[config.mk]
export PLATFORM = sky130hd
export DESIGN_NAME = router_pkt_fifo
export DESIGN_NICKNAME = d
export VERILOG_FILES = /design/src/rtl/router_pkt_fifo_pkg.sv /design/src/rtl/router_pkt_fifo_tracker.sv /design/src/rtl/router_pkt_fifo.sv
export SDC_FILE = /design/constraint.sdc
export NUM_CORES = 1
export LEC_CHECK = 0
export ABC_AREA = 1
export CORE_UTILIZATION = 60
export CTS_CLUSTER_DIAMETER = 50
export CTS_CLUSTER_SIZE = 10
export DETAILED_ROUTE_END_ITERATION = 8
export GPL_TIMING_DRIVEN = 1
export PLACE_DENSITY = 0.89
export SETUP_SLACK_MARGIN = 0.4
export SYNTH_ARGS = -nofsm -noshare
export SYNTH_HDL_FRONTEND = slang
export SYNTH_SLANG_ARGS = --single-unit
[constraint.sdc]
create_clock -name clk -period 2.9 [get_ports clk]
set_clock_uncertainty 0.2 [all_clocks]
set_input_delay 0.435 -clock clk [delete_from_list [all_inputs] [get_ports clk]]
set_output_delay 0.435 -clock clk [all_outputs]
set_load 0.01 [all_outputs]
[src/rtl/router_pkt_fifo_pkg.sv]
// Shared definitions for the packet-aware router FIFO: header field layout and tracker states.
package router_pkg;

  localparam int unsigned HDR_ADDR_W  = 2;
  localparam int unsigned HDR_LEN_LSB = HDR_ADDR_W;

  typedef enum logic {
    IDLE,
    PAYLOAD
  } trk_state_t;

endpackage

[src/rtl/router_pkt_fifo_tracker.sv]
// Read-side packet tracker: follows header/payload/parity boundaries of words leaving the FIFO.
// Optional running-XOR parity check enabled by ROUTER_FIFO_PARITY_CHK_EN.
module router_fifo_pkt_tracker
  import router_pkg::*;
#(
  parameter int unsigned DATA_W = 8
) (
  input  logic              i_clk,
  input  logic              i_rst,
  input  logic              i_soft_rst,
  input  logic              i_rd_acc,
  input  logic              i_tag,
  input  logic [DATA_W-1:0] i_data,
  output logic              o_pkt_busy,
  output logic              o_pkt_done,
  output logic              o_parity_err
);

  localparam int unsigned LEN_W = DATA_W - HDR_LEN_LSB;
  localparam int unsigned CNT_W = LEN_W + 1;

  trk_state_t       r_state;
  logic [CNT_W-1:0] r_pkt_cnt;
  logic             r_pkt_busy;
  logic             r_pkt_done;

  logic [LEN_W-1:0] w_len;
  logic             w_hdr_load;
  logic             w_pay;
  logic             w_last;

  assign w_len      = i_data[DATA_W-1:HDR_LEN_LSB];
  assign w_hdr_load = i_rd_acc & i_tag;
  assign w_pay      = i_rd_acc & ~i_tag & (r_state == PAYLOAD);
  assign w_last     = w_pay & (r_pkt_cnt == CNT_W'(1));

  // A tagged word always (re)starts a packet, so a truncated packet is silently replaced.
  always_ff @(posedge i_clk or posedge i_rst) begin
    if (i_rst) begin
      r_state    <= IDLE;
      r_pkt_cnt  <= '0;
      r_pkt_busy <= 1'b0;
      r_pkt_done <= 1'b0;
    end else if (i_soft_rst) begin
      r_state    <= IDLE;
      r_pkt_cnt  <= '0;
      r_pkt_busy <= 1'b0;
      r_pkt_done <= 1'b0;
    end else begin
      r_pkt_done <= 1'b0;
      if (w_hdr_load) begin
        r_state    <= PAYLOAD;
        r_pkt_cnt  <= {1'b0, w_len} + CNT_W'(1);
        r_pkt_busy <= 1'b1;
      end else begin
        case (r_state)
          PAYLOAD: begin
            if (w_pay) begin
              r_pkt_cnt <= r_pkt_cnt - CNT_W'(1);
              if (w_last) begin
                r_state    <= IDLE;
                r_pkt_busy <= 1'b0;
                r_pkt_done <= 1'b1;
              end
            end
          end
          default: begin
            r_state <= IDLE;
          end
        endcase
      end
    end
  end

  assign o_pkt_busy = r_pkt_busy;
  assign o_pkt_done = r_pkt_done;

`ifdef ROUTER_FIFO_PARITY_CHK_EN
  logic [DATA_W-1:0] r_xor;
  logic              r_parity_err;

  always_ff @(posedge i_clk or posedge i_rst) begin
    if (i_rst) begin
      r_xor        <= '0;
      r_parity_err <= 1'b0;
    end else if (i_soft_rst) begin
      r_xor        <= '0;
      r_parity_err <= 1'b0;
    end else begin
      r_parity_err <= 1'b0;
      if (w_hdr_load) begin
        r_xor <= i_data;
      end else if (w_last) begin
        r_parity_err <= (r_xor != i_data);
      end else if (w_pay) begin
        r_xor <= r_xor ^ i_data;
      end
    end
  end

  assign o_parity_err = r_parity_err;
`else
  logic w_unused_addr;
  assign w_unused_addr = ^i_data[HDR_LEN_LSB-1:0];
  assign o_parity_err  = 1'b0;
`endif

endmodule

[src/rtl/router_pkt_fifo.sv]
// Per-output-port packet FIFO: tagged storage, occupancy flags, registered read port, packet tracker.
// Define ROUTER_FIFO_PARITY_CHK_EN to enable the read-side parity check.
module router_pkt_fifo
  import router_pkg::*;
#(
  parameter int unsigned DATA_W    = 8,
  parameter int unsigned DEPTH     = 16,
  parameter int unsigned AF_MARGIN = 2
) (
  input  logic                     clk,
  input  logic                     rst,
  input  logic                     soft_rst,
  input  logic                     wr_en,
  input  logic                     lfd_state,
  input  logic [DATA_W-1:0]        din,
  input  logic                     rd_en,
  output logic [DATA_W-1:0]        dout,
  output logic                     dout_hdr,
  output logic                     full,
  output logic                     empty,
  output logic                     almost_full,
  output logic [$clog2(DEPTH):0]   count,
  output logic                     pkt_busy,
  output logic                     pkt_done,
  output logic                     parity_err
);

  localparam int unsigned AW = $clog2(DEPTH);
  localparam int unsigned CW = AW + 1;

  logic [DATA_W:0]   r_mem [DEPTH];
  logic [AW-1:0]     r_wr_ptr;
  logic [AW-1:0]     r_rd_ptr;
  logic [CW-1:0]     r_count;
  logic [DATA_W-1:0] r_dout;
  logic              r_dout_hdr;

  logic              w_wr_acc;
  logic              w_rd_acc;
  logic [DATA_W:0]   w_rd_word;

  // Flags come from the pre-edge count, so full blocks a write even alongside a read.
  assign w_wr_acc  = wr_en & ~full  & ~soft_rst;
  assign w_rd_acc  = rd_en & ~empty & ~soft_rst;
  assign w_rd_word = r_mem[r_rd_ptr];

  always_ff @(posedge clk) begin
    if (w_wr_acc) begin
      r_mem[r_wr_ptr] <= {lfd_state, din};
    end
  end

  always_ff @(posedge clk or posedge rst) begin
    if (rst) begin
      r_wr_ptr   <= '0;
      r_rd_ptr   <= '0;
      r_count    <= '0;
      r_dout     <= '0;
      r_dout_hdr <= 1'b0;
    end else if (soft_rst) begin
      r_wr_ptr   <= '0;
      r_rd_ptr   <= '0;
      r_count    <= '0;
      r_dout     <= '0;
      r_dout_hdr <= 1'b0;
    end else begin
      if (w_wr_acc) begin
        r_wr_ptr <= r_wr_ptr + AW'(1);
      end
      if (w_rd_acc) begin
        r_rd_ptr   <= r_rd_ptr + AW'(1);
        r_dout     <= w_rd_word[DATA_W-1:0];
        r_dout_hdr <= w_rd_word[DATA_W];
      end
      case ({w_wr_acc, w_rd_acc})
        2'b10:   r_count <= r_count + CW'(1);
        2'b01:   r_count <= r_count - CW'(1);
        default: r_count <= r_count;
      endcase
    end
  end

  assign full        = (r_count == CW'(DEPTH));
  assign empty       = (r_count == '0);
  assign almost_full = (r_count >= CW'(DEPTH - AF_MARGIN));
  assign count       = r_count;
  assign dout        = r_dout;
  assign dout_hdr    = r_dout_hdr;

  router_fifo_pkt_tracker #(
    .DATA_W(DATA_W)
  ) u_tracker (
    .i_clk       (clk),
    .i_rst       (rst),
    .i_soft_rst  (soft_rst),
    .i_rd_acc    (w_rd_acc),
    .i_tag       (w_rd_word[DATA_W]),
    .i_data      (w_rd_word[DATA_W-1:0]),
    .o_pkt_busy  (pkt_busy),
    .o_pkt_done  (pkt_done),
    .o_parity_err(parity_err)
  );

endmodule

-- Word level (Yosys, flattened, before mapping)
Memories as Yosys holds them, arrays and structs flattened.
Cells that the tools add are included.
- logic and storage cells: 73
- bits of input ports: 14
- output and inout bits: 20
- bits in writable memories: 144
- bits in registers: 32
- memories kept: 1
- memory list (memory ; depth ; bits a word ; rd ports ; clocked after memory_dff ; write ports ; RTL line ; RTL):
    r_mem ; 16 ; 9 ; 1 ; 0 ; 1 ; router_pkt_fifo.sv:31 ; logic [DATA_W:0] r_mem [DEPTH];
- add/subtract/negate cells: 6
- order comparisons: 1
- eq/ne operators: 4
- bitwise logic cells: 12
- muxes and demuxes: 31
- reduce and logical (&&, ||, !) cells: 9
- operators by type and width (cell ; number):
    2-to-1 mux 7 bit ; 4
    2-to-1 mux 1 bit ; 19
    2-to-1 mux 4 bit ; 4
    2-to-1 mux 8 bit ; 2
    nonzero test 3 bit ; 4
    one-hot mux 5 bit (2 select lines) ; 1
    adder 4 x 1 -> 4 bit (second input constant) ; 2
    bitwise AND 1 bit ; 8
    adder 6 x 1 -> 7 bit (second input constant) ; 1
    == test 7 x 1 -> 1 bit (second input constant) ; 1
    subtractor 7 x 1 -> 7 bit (second input constant) ; 1
    adder 5 x 1 -> 5 bit (second input constant) ; 1
    == test 5 bit (second input constant) ; 1
    greater-or-equal comparator 5 x 4 -> 1 bit (second input constant) ; 1
    logical NOT 5 bit ; 1
    2-to-1 mux 5 bit ; 1
    subtractor 5 x 1 -> 5 bit (second input constant) ; 1
    inverter 1 bit ; 4
    nonzero test 2 bit ; 2
    AND reduction 3 bit ; 1
    == test 2 x 1 -> 1 bit (second input constant) ; 1
    == test 2 bit (second input constant) ; 1
    AND reduction 2 bit ; 1

-- Depth between registers and ports, before layout
- depth in word-level cells: 12
- depth in mapped cells: 17
- gate-level depth less buffers: 14

-- Cells and area by module
A second synthesis with hierarchy kept.
- cell total of the unflattened synthesis: 802
- area, all modules: 7943.9 um2
- by module, submodules not included (module ; times used ; sequential area each (um2) ; area each (um2) ; cells each):
    router_pkt_fifo ; 1 ; 4874.7 ; 7215.7 ; 691
    router_fifo_pkt_tracker ; 1 ; 250.2 ; 728.2 ; 111

-- Least setup slack after synthesis
No wires, ideal clock.
- path type: register to register
- start: reg r_count[1] (netlist: count[1])
- end: reg r_count[4] (netlist: count[4])
- arrival time: 2.153 ns
- setup time: 0.128 ns
- data required time: 2.572 ns
- path slack: 0.420 ns
- buffers on the path: 0
- stages on the path, launching flop included: 11
- period minus slack after synthesis: 2.480 ns
- cell sequence: dfrtp_1 > inv_1 > nand4_1 > nand3_1 > nor2_2 > inv_1 > fa_1 > o21ai_0 > xor2_1 > xnor2_1 > o22ai_1
- word-level cells in the longest chain between the ends: 7
- elaborated cells between the ends (all ways): 15
- classes of those cells: add/sub: 2; eq/ne: 3; mux: 2; bitwise: 6; reduce/logical: 2
- ends and longest elaborated chain (item ; RTL line ; RTL):
    from (decl) ; router_pkt_fifo.sv:34 ; logic [CW-1:0] r_count;
    from (signal assigned) ; router_pkt_fifo.sv:76 ; 2'b10: r_count <= r_count + CW'(1);
    from (signal assigned) ; router_pkt_fifo.sv:77 ; 2'b01: r_count <= r_count - CW'(1);
    from (signal assigned) ; router_pkt_fifo.sv:78 ; default: r_count <= r_count;
    == test 5 bit or logical NOT 5 bit (tied branches) ; router_pkt_fifo.sv:83, router_pkt_fifo.sv:84 ;
    inverter 1 bit (on tied branches) ; router_pkt_fifo.sv:43, router_pkt_fifo.sv:44 ;
    bitwise AND 1 bit (on tied branches) (2 in series) ; router_pkt_fifo.sv:43, router_pkt_fifo.sv:44 ;
    == test 2 x 1 -> 1 bit or == test 2 bit (tied branches) ; router_pkt_fifo.sv:75 ; case ({w_wr_acc, w_rd_acc})
    one-hot mux 5 bit (2 select lines) ; router_pkt_fifo.sv:75 ;
    2-to-1 mux 5 bit ; router_pkt_fifo.sv:60 ; end else if (soft_rst) begin
Parallel ways exist; a longest one is shown, timed or not.
A chain may end at the register's enable or synchronous reset.

-- Final worst setup path
- start: reg r_count[0] (netlist: count[0])
- end: reg r_count[4] (netlist: count[4])
The elaborated chain is that of the path after synthesis.

==> impl_table.tex <==
\begin{tabular}{lr}
\hline
Metric & Value \\
\hline
\multicolumn{2}{l}{\textbf{Critical path}} \\
Slowest Stage Delay on Critical Path & between 0.4 and 0.5 ns \\
Crit path capture type & register \\
Cell type with the highest occurrence count on the critical path & sky130\_fd\_sc\_hd\_\_nor2\_2 \\
Cell-by-cell listing of the critical path & nor2\_4 > nand4\_1 > nand2\_2 > nor2\_2 > nor2\_2 > inv\_1 > fa\_2 > o21ai\_2 > xor2\_1 > xnor2\_1 > o22ai\_1 \\
Slowest cell on the critical path & sky130\_fd\_sc\_hd\_\_dfrtp\_2 \\
Worst-case register-to-register setup slack & between 0.3 and 0.4 ns \\
Category of the most critical setup path & register to register \\
Crit path DAT & about 2.7 ns \\
Kind of start point of the critical path & register \\
Critical path peak fanout & 4 \\
Data required time at the worst endpoint & about 3.0 ns \\
\multicolumn{2}{l}{\textbf{STA}} \\
RSZ-0062 raised after global routing & true \\
Fin Setup TNS & 0 ns \\
Number of endpoints failing setup at the final stage & 0 \\
Post-layout minimum cycle time & roughly 2.6 ns \\
Worst hold-check slack & $\sim$0.2 ns \\
Count of pins over their slew limit & 0 \\
Worst slew pin tran & about 0.65 ns \\
Number of hold-slack violations in the final timing report & 0 \\
Relative max-transition margin & 56.7\% \\
Share of the clock period used by the worst path after layout & 89.1\% \\
Fmax achieved & 387 MHz \\
\multicolumn{2}{l}{\textbf{Cells and area}} \\
Final core utilization & 72.2\% \\
Multi-input gate area in the final layout & 2230 µm² \\
Diode insertion count for antenna repair & 0 \\
Fraction of final layout cells with drive strength greater than 1 & about 12\% \\
Area Growth Syn to Fin & 16.9\% \\
FF/Latch Area & $\sim$5100 µm² \\
Fillers & 796 \\
Number of nets at the end of the flow & just over 800 \\
\multicolumn{2}{l}{\textbf{Synthesis}} \\
Leading area contributor after synthesis & sky130\_fd\_sc\_hd\_\_edfxtp\_1 \\
Ys Warns & 0 \\
Count of flip-flops with a built-in enable after synthesis & between 100 and 150 \\
Most used standard cell by instance count after synthesis & sky130\_fd\_sc\_hd\_\_nand2\_1 \\
Register bit count reported by yosys & 176 \\
Net count after synthesis & 766 \\
Share of the synthesized area in the top cell type & between 50\% and 60\% \\
Main area contributors after synthesis & sky130\_fd\_sc\_hd\_\_edfxtp\_1, sky130\_fd\_sc\_hd\_\_dfrtp\_1, sky130\_fd\_sc\_hd\_\_nand2\_1, sky130\_fd\_sc\_hd\_\_nand3\_1, sky130\_fd\_sc\_hd\_\_inv\_1 \\
Number of standard cells after synthesis & 740 \\
Ys flop type & sky130\_fd\_sc\_hd\_\_edfxtp\_1 \\
Mean instance size in the synthesized netlist & between 10 and 15 µm² \\
Number of distinct standard cells referenced by the synthesized netlist & 34 \\
List of most frequent post-synthesis cells & sky130\_fd\_sc\_hd\_\_nand2\_1, sky130\_fd\_sc\_hd\_\_edfxtp\_1, sky130\_fd\_sc\_hd\_\_nand3\_1 \\
Share of the yosys chip area belonging to registers & approximately two thirds \\
Fraction of synthesis flops using an asynchronous set or reset pin & 18.2\% \\
Syn Std Cell Area & between 7000 and 8000 µm² \\
\multicolumn{2}{l}{\textbf{Pwr}} \\
Net Switching & 2560 µW \\
Max IR drop VDD & about 0.56 mV \\
P\_leak & around 0.0037 µW \\
Clock network fraction of design power & 30.2\% \\
Power per cell area & about 850 nW/µm² \\
Combinational cell fraction of total power & 30.4\% \\
Sequential cell fraction of total power & 39.4\% \\
Share of total power consumed by net switching & about 33\% \\
Design internal power & between 5000 and 6000 µW \\
\multicolumn{2}{l}{\textbf{Detailed routing}} \\
Initial DRC count & approximately 770 \\
Final WL & just under 20,000 µm \\
Average wire per cell in the routed design & approximately 20 µm \\
Number of antenna-violating nets in the routed design & 0 \\
Remaining DRCs & 0 \\
Detailed Routing Iterations Pass 1 & 6 \\
Drt via density & $\sim$6.1 \\
Total number of vias & 6,011 \\
\multicolumn{2}{l}{\textbf{Min path}} \\
Worst min path class & input port to asynchronous set/reset pin \\
\multicolumn{2}{l}{\textbf{Clocking}} \\
Clock insertion delay at the later pin of the skew report & 0.42 ns \\
Maximum buffer depth of the clock tree & 2 \\
CTS tree & done \\
Clock sink count & between 150 and 200 \\
Num CTS Buffers & 17 \\
Clock-pin slew reported for the worst setup and hold paths after clock tree synthesis & 0.06 ns \\
Clock H-tree levels & 4 \\
CTS root buf & sky130\_fd\_sc\_hd\_\_clkbuf\_16 \\
\multicolumn{2}{l}{\textbf{GRT}} \\
Total global-route track usage & between 20 and 30\% \\
Global route overflow & 0 \\
First-pass GRT wire length & roughly 29,000 µm \\
Largest net degree at the start of global routing & 62 \\
Number of antenna violations at the first check in global routing & 0 \\
Vias in the first global route & about 6,000 \\
\multicolumn{2}{l}{\textbf{Die}} \\
Placeable core area & about 13,000 µm² \\
DIE WIDTH & between 100 and 150 µm \\
Top-Level Pins & 34 \\
Die outline area & between 10,000 and 15,000 µm² \\
Starting density of the core & 61.7\% \\
Die span in y & $\sim$120 µm \\
Std cell rows & between 40 and 50 \\
\multicolumn{2}{l}{\textbf{Place}} \\
I/O Buffers & 32 \\
Placer congestion estimate & 0.955 \\
HPWL after detailed placement & $\sim$12,000 µm \\
\multicolumn{2}{l}{\textbf{Run}} \\
Max-cap violations & 0 \\
\multicolumn{2}{l}{\textbf{Status}} \\
Status & finished, final reports clean \\
\hline
\end{tabular}
==> flip-flops by register name, indices dropped and copies added (netlist names) <==
| register | flops |
|---|---|
| u_tracker.r_state | 1 |
| dout | 8 |
| r_mem | 144 |
| dout_hdr | 1 |
| u_tracker.o_pkt_done | 1 |
| r_rd_ptr | 4 |
| r_wr_ptr | 4 |
| count | 5 |
| u_tracker.r_pkt_cnt | 7 |
| u_tracker.o_pkt_busy | 1 |
==> cells by family after synthesis <==
| group | share of synthesized area, % |
|---|---|
| fa+ha+maj | 2.02 |
| flops | 65.5 |
| xor+xnor | 0.784 |
| buf+inv | 6.42 |
| compound gates | 6.02 |
| simple gates | 19.2 |
| other cells | 0.0480 |
==> cells in the final DEF (no fill, tap or decap), drive strengths merged, types with 3 or more instances in the layout <==
cell type and n:
o211ai 11, dfrtp 32, clkinvlp 3, nand3 90, xor2 4, nand4 4
buf 41, xnor2 3, o22ai 9, o21ai 51, ha 11, nor3 15
a21oi 7, nor2 62, inv 78, clkbuf 20, edfxtp 144, clkinv 5
o221ai 3, nand2 177, clkdlybuf4s50 30, bufinv 4
==> what timing repair did <==
action | 4_1_cts | 5_1_grt
cloned | 0 | 0
pin swaps | 1 | 4
resized for setup | 4 | 18
buffers inserted | 1 | 4
hold buffers | 0 | 0
setup endpoints to repair | 1 | 9
==> worst max-delay path, delay by kind of cell (launching register included) <==
| kind | cells | cell delay [ns] |
|---|---|---|
| AOI/OAI and AO/OA | 2 | 0.27 |
| xor gates and xnor gates | 2 | 0.35 |
| adders and majority gates | 1 | 0.37 |
| buffers and inverters | 1 | 0.10 |
| DFF | 1 | 0.44 |
| and+or+nand+nor | 5 | 0.71 |
==> worst paths after layout <==
path | from | to | depth (start not counted)
setup / recovery | count[0]$_DFFE_PP0P_ | count[4]$_DFFE_PP0P_ | 11
hold / removal | rst | u_tracker.o_pkt_busy$_DFFE_PP0P_ | 3
setup reg to reg | count[0]$_DFFE_PP0P_ | count[4]$_DFFE_PP0P_ | 11
hold reg to reg | u_tracker.o_pkt_busy$_DFFE_PP0P_ | u_tracker.o_pkt_busy$_DFFE_PP0P_ | 2
max in group asynchronous | rst | r_rd_ptr[0]$_DFFE_PP0P_ | 3
min in group clk | u_tracker.o_pkt_busy$_DFFE_PP0P_ | u_tracker.o_pkt_busy$_DFFE_PP0P_ | 2
==> metrics by stage <==
| stage | area, µm² | worst slack (ns) | std cells | total power (µW) |
|---|---|---|---|---|
| 3_3_place_gp | 8450 | 0.231 | 947 | 5100 |
| 4_1_cts | 9060 | 0.407 | 979 | 7590 |
| 3_5_place_dp | 8450 | 0.0796 | 947 | 5240 |
| 2_1_floorplan | 7820 | 0.420 | 740 | 4540 |
| 5_1_grt | 9140 | 0.229 | 983 | 8070 |
| 6_report | 9140 | 0.317 | 983 | 7750 |
==> power groups by stage <==
stage          combinational [µW]  sequential (µW)  clock (µW)
2_1_floorplan                1460             3080           0
3_3_place_gp                 2040             3060           0
3_5_place_dp                 2160             3080           0
4_1_cts                      2210             3030        2340
5_1_grt                      2560             3060        2440
6_report                     2360             3050        2340
==> area by class of cell <==
class                   instances  area share [%]
inverters                      79            3.37
well taps                     172            2.35
clock buffers                  20            4.78
multi-input cells             452            24.4
clock inverters                11            1.81
flip-flops and latches        176            56.1
repair buffers                 73            7.20
==> layer usage <==
| metal | GRT usage, % | wire length, µm | vias up |
|---|---|---|---|
| li1 | - | - | 2631 |
| met1 | 35.5 | 6760 | 2845 |
| met2 | 49.9 | 9750 | 429 |
| met3 | 7.42 | 2020 | 106 |
| met4 | 17.0 | 903 | 0 |
| met5 | 0 | 0 | - |
Note: power is estimated with default switching activity, not from simulation.
